## src/rtl/alu_serial_ctrl.sv

```systemverilog
// alu_serial_ctrl: bit-serial execute-stage sequencer driving one external
// alu_bit_slice. Operands are fed LSB first, one bit pair per cycle, with the
// slice carry-out looped back through a flop. The result word, carry and zero
// flags are returned over a valid/ready handshake.
//
// Optional build macro: ALU_SERIAL_OVF_EN
//   defined   -> out_ovf reports signed overflow for arithmetic functions
//   undefined -> out_ovf is tied to 0 and no overflow flop exists
module alu_serial_ctrl #(
    parameter  int unsigned WIDTH = 8,
    localparam int unsigned CNT_W = $clog2(WIDTH) + 1
) (
    input  logic             clk,
    input  logic             rst_n,
    input  logic             in_valid,
    output logic             in_ready,
    input  logic [WIDTH-1:0] in_a,
    input  logic [WIDTH-1:0] in_b,
    input  logic [2:0]       in_func,
    output logic             out_valid,
    input  logic             out_ready,
    output logic [WIDTH-1:0] out_result,
    output logic             out_carry,
    output logic             out_zero,
    output logic             out_ovf,
    output logic [2:0]       slice_c,
    output logic             slice_a,
    output logic             slice_b,
    output logic             slice_ci,
    input  logic             slice_f,
    input  logic             slice_co
);

    localparam int unsigned RW = WIDTH - 1;

    typedef enum logic [1:0] {
        S_IDLE = 2'd0,
        S_RUN  = 2'd1,
        S_DONE = 2'd2
    } state_e;

    state_e state_q, state_d;

    logic [WIDTH-1:0] a_sh_q, a_sh_d;
    logic [WIDTH-1:0] b_sh_q, b_sh_d;
    logic [RW-1:0]    r_sh_q, r_sh_d;
    logic [2:0]       func_q, func_d;
    logic             carry_q, carry_d;
    logic [CNT_W-1:0] cnt_q, cnt_d;
    logic [WIDTH-1:0] result_q, result_d;
    logic             cflag_q, cflag_d;
    logic             zflag_q, zflag_d;
    logic             in_ready_q, in_ready_d;
    logic             out_valid_q, out_valid_d;

    logic             last_c;
    logic             arith_c;
    logic [WIDTH-1:0] r_cat_c;

    assign last_c  = (cnt_q == CNT_W'(WIDTH - 1));
    assign arith_c = (func_q[2:1] == 2'b00);
    // Incoming slice bit joined with the bits collected so far; on the final
    // cycle this is the complete result word.
    assign r_cat_c = {slice_f, r_sh_q};

    // State register
    always_ff @(posedge clk or negedge rst_n) begin
        if (!rst_n) begin
            state_q <= S_IDLE;
        end else begin
            state_q <= state_d;
        end
    end

    // Next-state logic
    always_comb begin
        state_d = state_q;
        unique case (state_q)
            S_IDLE: if (in_valid && in_ready_q) state_d = S_RUN;
            S_RUN:  if (last_c)                 state_d = S_DONE;
            S_DONE: if (out_ready)              state_d = S_IDLE;
            default:                            state_d = S_IDLE;
        endcase
    end

    // Datapath and output next values; the operand/function/carry registers
    // are cleared on RUN exit so the slice outputs read 0 outside RUN.
    always_comb begin
        a_sh_d      = a_sh_q;
        b_sh_d      = b_sh_q;
        r_sh_d      = r_sh_q;
        func_d      = func_q;
        carry_d     = carry_q;
        cnt_d       = cnt_q;
        result_d    = result_q;
        cflag_d     = cflag_q;
        zflag_d     = zflag_q;
        in_ready_d  = in_ready_q;
        out_valid_d = out_valid_q;
        unique case (state_q)
            S_IDLE: begin
                if (in_valid && in_ready_q) begin
                    a_sh_d     = in_a;
                    b_sh_d     = in_b;
                    func_d     = in_func;
                    r_sh_d     = '0;
                    cnt_d      = '0;
                    carry_d    = (in_func[2:1] == 2'b00) ? in_func[0] : 1'b0;
                    in_ready_d = 1'b0;
                end
            end
            S_RUN: begin
                r_sh_d  = r_cat_c[WIDTH-1:1];
                a_sh_d  = a_sh_q >> 1;
                b_sh_d  = b_sh_q >> 1;
                carry_d = slice_co;
                cnt_d   = cnt_q + CNT_W'(1);
                if (last_c) begin
                    result_d    = r_cat_c;
                    cflag_d     = arith_c ? slice_co : 1'b0;
                    zflag_d     = (r_cat_c == '0);
                    out_valid_d = 1'b1;
                    a_sh_d      = '0;
                    b_sh_d      = '0;
                    func_d      = '0;
                    carry_d     = 1'b0;
                    cnt_d       = '0;
                end
            end
            S_DONE: begin
                if (out_ready) begin
                    out_valid_d = 1'b0;
                    in_ready_d  = 1'b1;
                end
            end
            default: begin
                in_ready_d  = 1'b1;
                out_valid_d = 1'b0;
            end
        endcase
    end

    // Datapath and output registers
    always_ff @(posedge clk or negedge rst_n) begin
        if (!rst_n) begin
            a_sh_q      <= '0;
            b_sh_q      <= '0;
            r_sh_q      <= '0;
            func_q      <= '0;
            carry_q     <= 1'b0;
            cnt_q       <= '0;
            result_q    <= '0;
            cflag_q     <= 1'b0;
            zflag_q     <= 1'b0;
            in_ready_q  <= 1'b1;
            out_valid_q <= 1'b0;
        end else begin
            a_sh_q      <= a_sh_d;
            b_sh_q      <= b_sh_d;
            r_sh_q      <= r_sh_d;
            func_q      <= func_d;
            carry_q     <= carry_d;
            cnt_q       <= cnt_d;
            result_q    <= result_d;
            cflag_q     <= cflag_d;
            zflag_q     <= zflag_d;
            in_ready_q  <= in_ready_d;
            out_valid_q <= out_valid_d;
        end
    end

`ifdef ALU_SERIAL_OVF_EN
    logic ovf_q, ovf_d;

    // Signed overflow: carry into MSB differs from carry out of MSB
    always_comb begin
        ovf_d = ovf_q;
        if (state_q == S_RUN && last_c) begin
            ovf_d = arith_c ? (carry_q ^ slice_co) : 1'b0;
        end
    end

    // Overflow flag register
    always_ff @(posedge clk or negedge rst_n) begin
        if (!rst_n) begin
            ovf_q <= 1'b0;
        end else begin
            ovf_q <= ovf_d;
        end
    end

    assign out_ovf = ovf_q;
`else
    assign out_ovf = 1'b0;
`endif

    assign in_ready   = in_ready_q;
    assign out_valid  = out_valid_q;
    assign out_result = result_q;
    assign out_carry  = cflag_q;
    assign out_zero   = zflag_q;
    assign slice_c    = func_q;
    assign slice_a    = a_sh_q[0];
    assign slice_b    = b_sh_q[0];
    assign slice_ci   = carry_q;

endmodule

```

## config.mk

```make
export PLATFORM = sky130hd
export DESIGN_NAME = alu_serial_ctrl
export DESIGN_NICKNAME = d
export VERILOG_FILES = /design/src/rtl/alu_serial_ctrl.sv
export SDC_FILE = /design/constraint.sdc
export NUM_CORES = 1
export LEC_CHECK = 0
export BUFFER_PORTS_ARGS = -buffer_cell sky130_fd_sc_hd__buf_2
export CORE_AREA = 10 10 70 72
export DETAILED_ROUTE_END_ITERATION = 6
export DIE_AREA = 0 0 80 82
export PLACE_DENSITY = 0.81
export SYNTH_ARGS = -nofsm -noshare
export SYNTH_HDL_FRONTEND = slang
export SYNTH_SLANG_ARGS = --single-unit
```

## constraint.sdc

```tcl
create_clock -name clk -period 3.1 [get_ports clk]
set_input_delay 0.31 -clock clk [delete_from_list [all_inputs] [get_ports clk]]
set_output_delay 0.31 -clock clk [all_outputs]
set_load 0.005 [all_outputs]
```

==> qor.yml <==
drc_errors: 0
seq_area_frac_synth_pct: 57.7
setup_viol: 0
yosys_register_bits: 45
cp_max_fo: 24
cp-start-kind: "flop"
gr-total-overflow: 0
syn_nets: 178
status: "complete, no violations"
grt_pass1_wl_mm: 6.68
p_int_w: 0.00110
die_y_microns: 82
stdcell_area_sq_um: 2190
cts_resized: 0
hp-class: "in -> async"
clk_pin_slew_ps: 120
timing.rr.end: "a_sh_q[4]"
fin_util_pct: 61.1
htreeDepth: 2
clkLatencyLatePin_ps: 350
path_class: "reg -> reg"
end_kind: "flop"
place_inst: 230
max_slew_margin_pct: 36.7
critPathArrivalTime_ps: 2100
ys_async_sr_fraction_pct: 100
ys.flop_type: "dfrtp_1"
vias_per_cell: 5.78
hpwl_mm: 2.99
wl_per_cell_microns: 17.3
drive_gt1_share_pct: 29.1
portBuffers: 42
post_cts_buffers: 0
fin_crit_sh_pct: 58.4
clockPowerShare_pct: 17.0
yosys_warnings: 0
root_buffer: "clkbuf_4"
totalWireLength_mm: 4.09
io_pins: 44
placement.cell_area_sq_um: 2130
crit_chain: "a21oi_2 -> or2_1 -> a221o_1"
total_leakage_power_nw: 1.13
grtUsageTotal_pct: 13.1
switching_power_w: 0.000511
synth_edf_count: 0
comb_power_share_pct: 28.2
vias: 1369
grt_pass1_vias: 1394
vdd_drop_max_uv: 398
rsz0062_at_grt: "no"
rows: 22
cts-hold-fix-buffers: 0
skew_ps: 7.33
clock-sinks: 45
worstReg2RegStart: "state_q[0]"
die_w_microns: 80
cts_tree: "yes"
grt_max_degree: 46
required_ps: 3390
finalSetupTns_ps: 0
drt_first_iter_violations: 77
avgSynthCellArea_sq_um: 12.9
num-fill-cells: 319
crit_end: "a_sh_q[4]"
core_area_sq_um: 3580
reg2reg_slack_ps: 1290
r2r.worst_path.cells: 3
ant_nets: 0
synth_cells: 152
final_cells: 237
finalMaxSlewViolations: 0
fmax_mhz: 552
max_stage_delay_ps: 710
pwr-share-seq_pct: 54.8
hold_viol_final: 0
cpMaxStageDelayCell: "or2_1"
synth.distinct_cells: 37
fin_crit_ps: 1810
final-seq-area_sq_um: 1130
gp_congestion: 0.867
area.growth.synth_to_final_pct: 11.8
numCtsBuffers: 5
powerDensity_nw_per_um2: 736
worst-slew-pin-transition_ps: 950
num_antenna_cells: 0
multi_input_area_sq_um: 714
start_util_pct: 54.6
startpoint: "state_q[0]"
drt_pass1_iterations: 4
num-nets-final: 215
max_cap_viol_count: 0
p_sw_share_pct: 31.7
cts_buffer_depth: 2
antenna_found_initial: 0
netlist_area_sq_um: 1950
dieArea_sq_um: 6560
[how the worst min path moves through the flow]
stage | slack (ps) | endpoint | start | cells after the start
finish | 90 | r_sh_q[4] | rst_n | 1
global route | 150 | r_sh_q[4] | rst_n | 1
CTS | 120 | r_sh_q[0] | rst_n | 1
detailed placement | 470 | out_result[7] | out_result[7] | 1
global placement | 460 | out_result[7] | out_result[7] | 1
floorplan | 10 | a_sh_q[0] | rst_n | 0
[metal layers]
layer	routed length, microns	GRT usage, %	vias up
li1	-	-	635
met1	1740	15.8	680
met2	1940	19.8	48
met3	332	5.68	6
met4	74	6.51	0
met5	0	0	-
[flip-flops by register name (all words and copies together), names as in the netlist]
signal,count
a_sh_q,8
b_sh_q,8
out_result,8
r_sh_q,7
cnt_q,4
slice_c,3
state_q,2
in_ready,1
out_carry,1
out_valid,1
out_zero,1
slice_ci,1
[power by group through the flow]
stage | combinational [W] | clock (W) | sequential (W)
2_1_floorplan | 0.000348 | 0 | 0.000860
6_report | 0.000454 | 0.000273 | 0.000883
3_5_place_dp | 0.000462 | 0 | 0.000891
4_1_cts | 0.000463 | 0.000286 | 0.000881
5_1_grt | 0.000512 | 0.000312 | 0.000904
3_3_place_gp | 0.000437 | 0 | 0.000880
[layout by cell type, fill, tap and decap left out, types with 4 or more instances in the layout]
cell and count:
dfrtp_1 44, buf_2 42, a221o_1 14, and2_1 12
a22o_1 10, mux2_1 9, inv_1 5, a21oi_1 5
clkbuf_4 5, nand2_1 4
[kinds of logic after synthesis]
family                     Yosys count  synth area share [%]
DFF                                 45                  57.7
other                                1                 0.192
and+or+nand+nor                     36                  12.4
AOI/OAI and AO/OA                   42                  17.6
buffers and inverters               17                  5.76
adders and majority gates            1                 0.640
muxes                               10                  5.70
[per-stage QoR]
step / worst slack (ps) / total power, W / hold WS (ps)
after floorplan: 1490 / 0.00121 / 14.4
after global placement: 1400 / 0.00132 / 461
after detailed placement: 1310 / 0.00135 / 469
after CTS: 1300 / 0.00163 / 120
after global routing: 1150 / 0.00173 / 147
final: 1290 / 0.00161 / 89.9
[Yosys cell counts (2+ instances only)]
| cell | number | area (sq um) |
|---|---|---|
| mux2_1 | 9 | 101 |
| nor2_1 | 2 | 7.51 |
| a22o_1 | 10 | 87.6 |
| or2_1 | 3 | 18.8 |
| nand3b_1 | 2 | 15.0 |
| o21ai_0 | 3 | 15.0 |
| a221o_1 | 14 | 140 |
| a21oi_1 | 5 | 25.0 |
| nor4b_1 | 2 | 17.5 |
| inv_1 | 5 | 18.8 |
| and3_1 | 2 | 12.5 |
| a21o_1 | 2 | 15.0 |
| nand2_1 | 4 | 15.0 |
| buf_6 | 5 | 56.3 |
| and2_1 | 12 | 75.1 |
| buf_2 | 6 | 30.0 |
| dfrtp_1 | 44 | 1100 |
| a31oi_1 | 2 | 12.5 |
| nor4_1 | 2 | 12.5 |
[critical path: cells and delay by family, from the launching register on]
| kind | cells | cell delay [ps] |
|---|---|---|
| simple gates | 1 | 710 |
| compound gates | 2 | 560 |
| flops | 1 | 480 |
[cell type report]
type | instances | area share [%]
clock buffers | 7 | 2.52
repair buffers | 42 | 9.62
flip-flops and latches | 45 | 51.6
multi-input cells | 90 | 32.7
well taps | 48 | 2.75
inverters | 5 | 0.859
No activity file was read; power rests on OpenSTA's default activity.
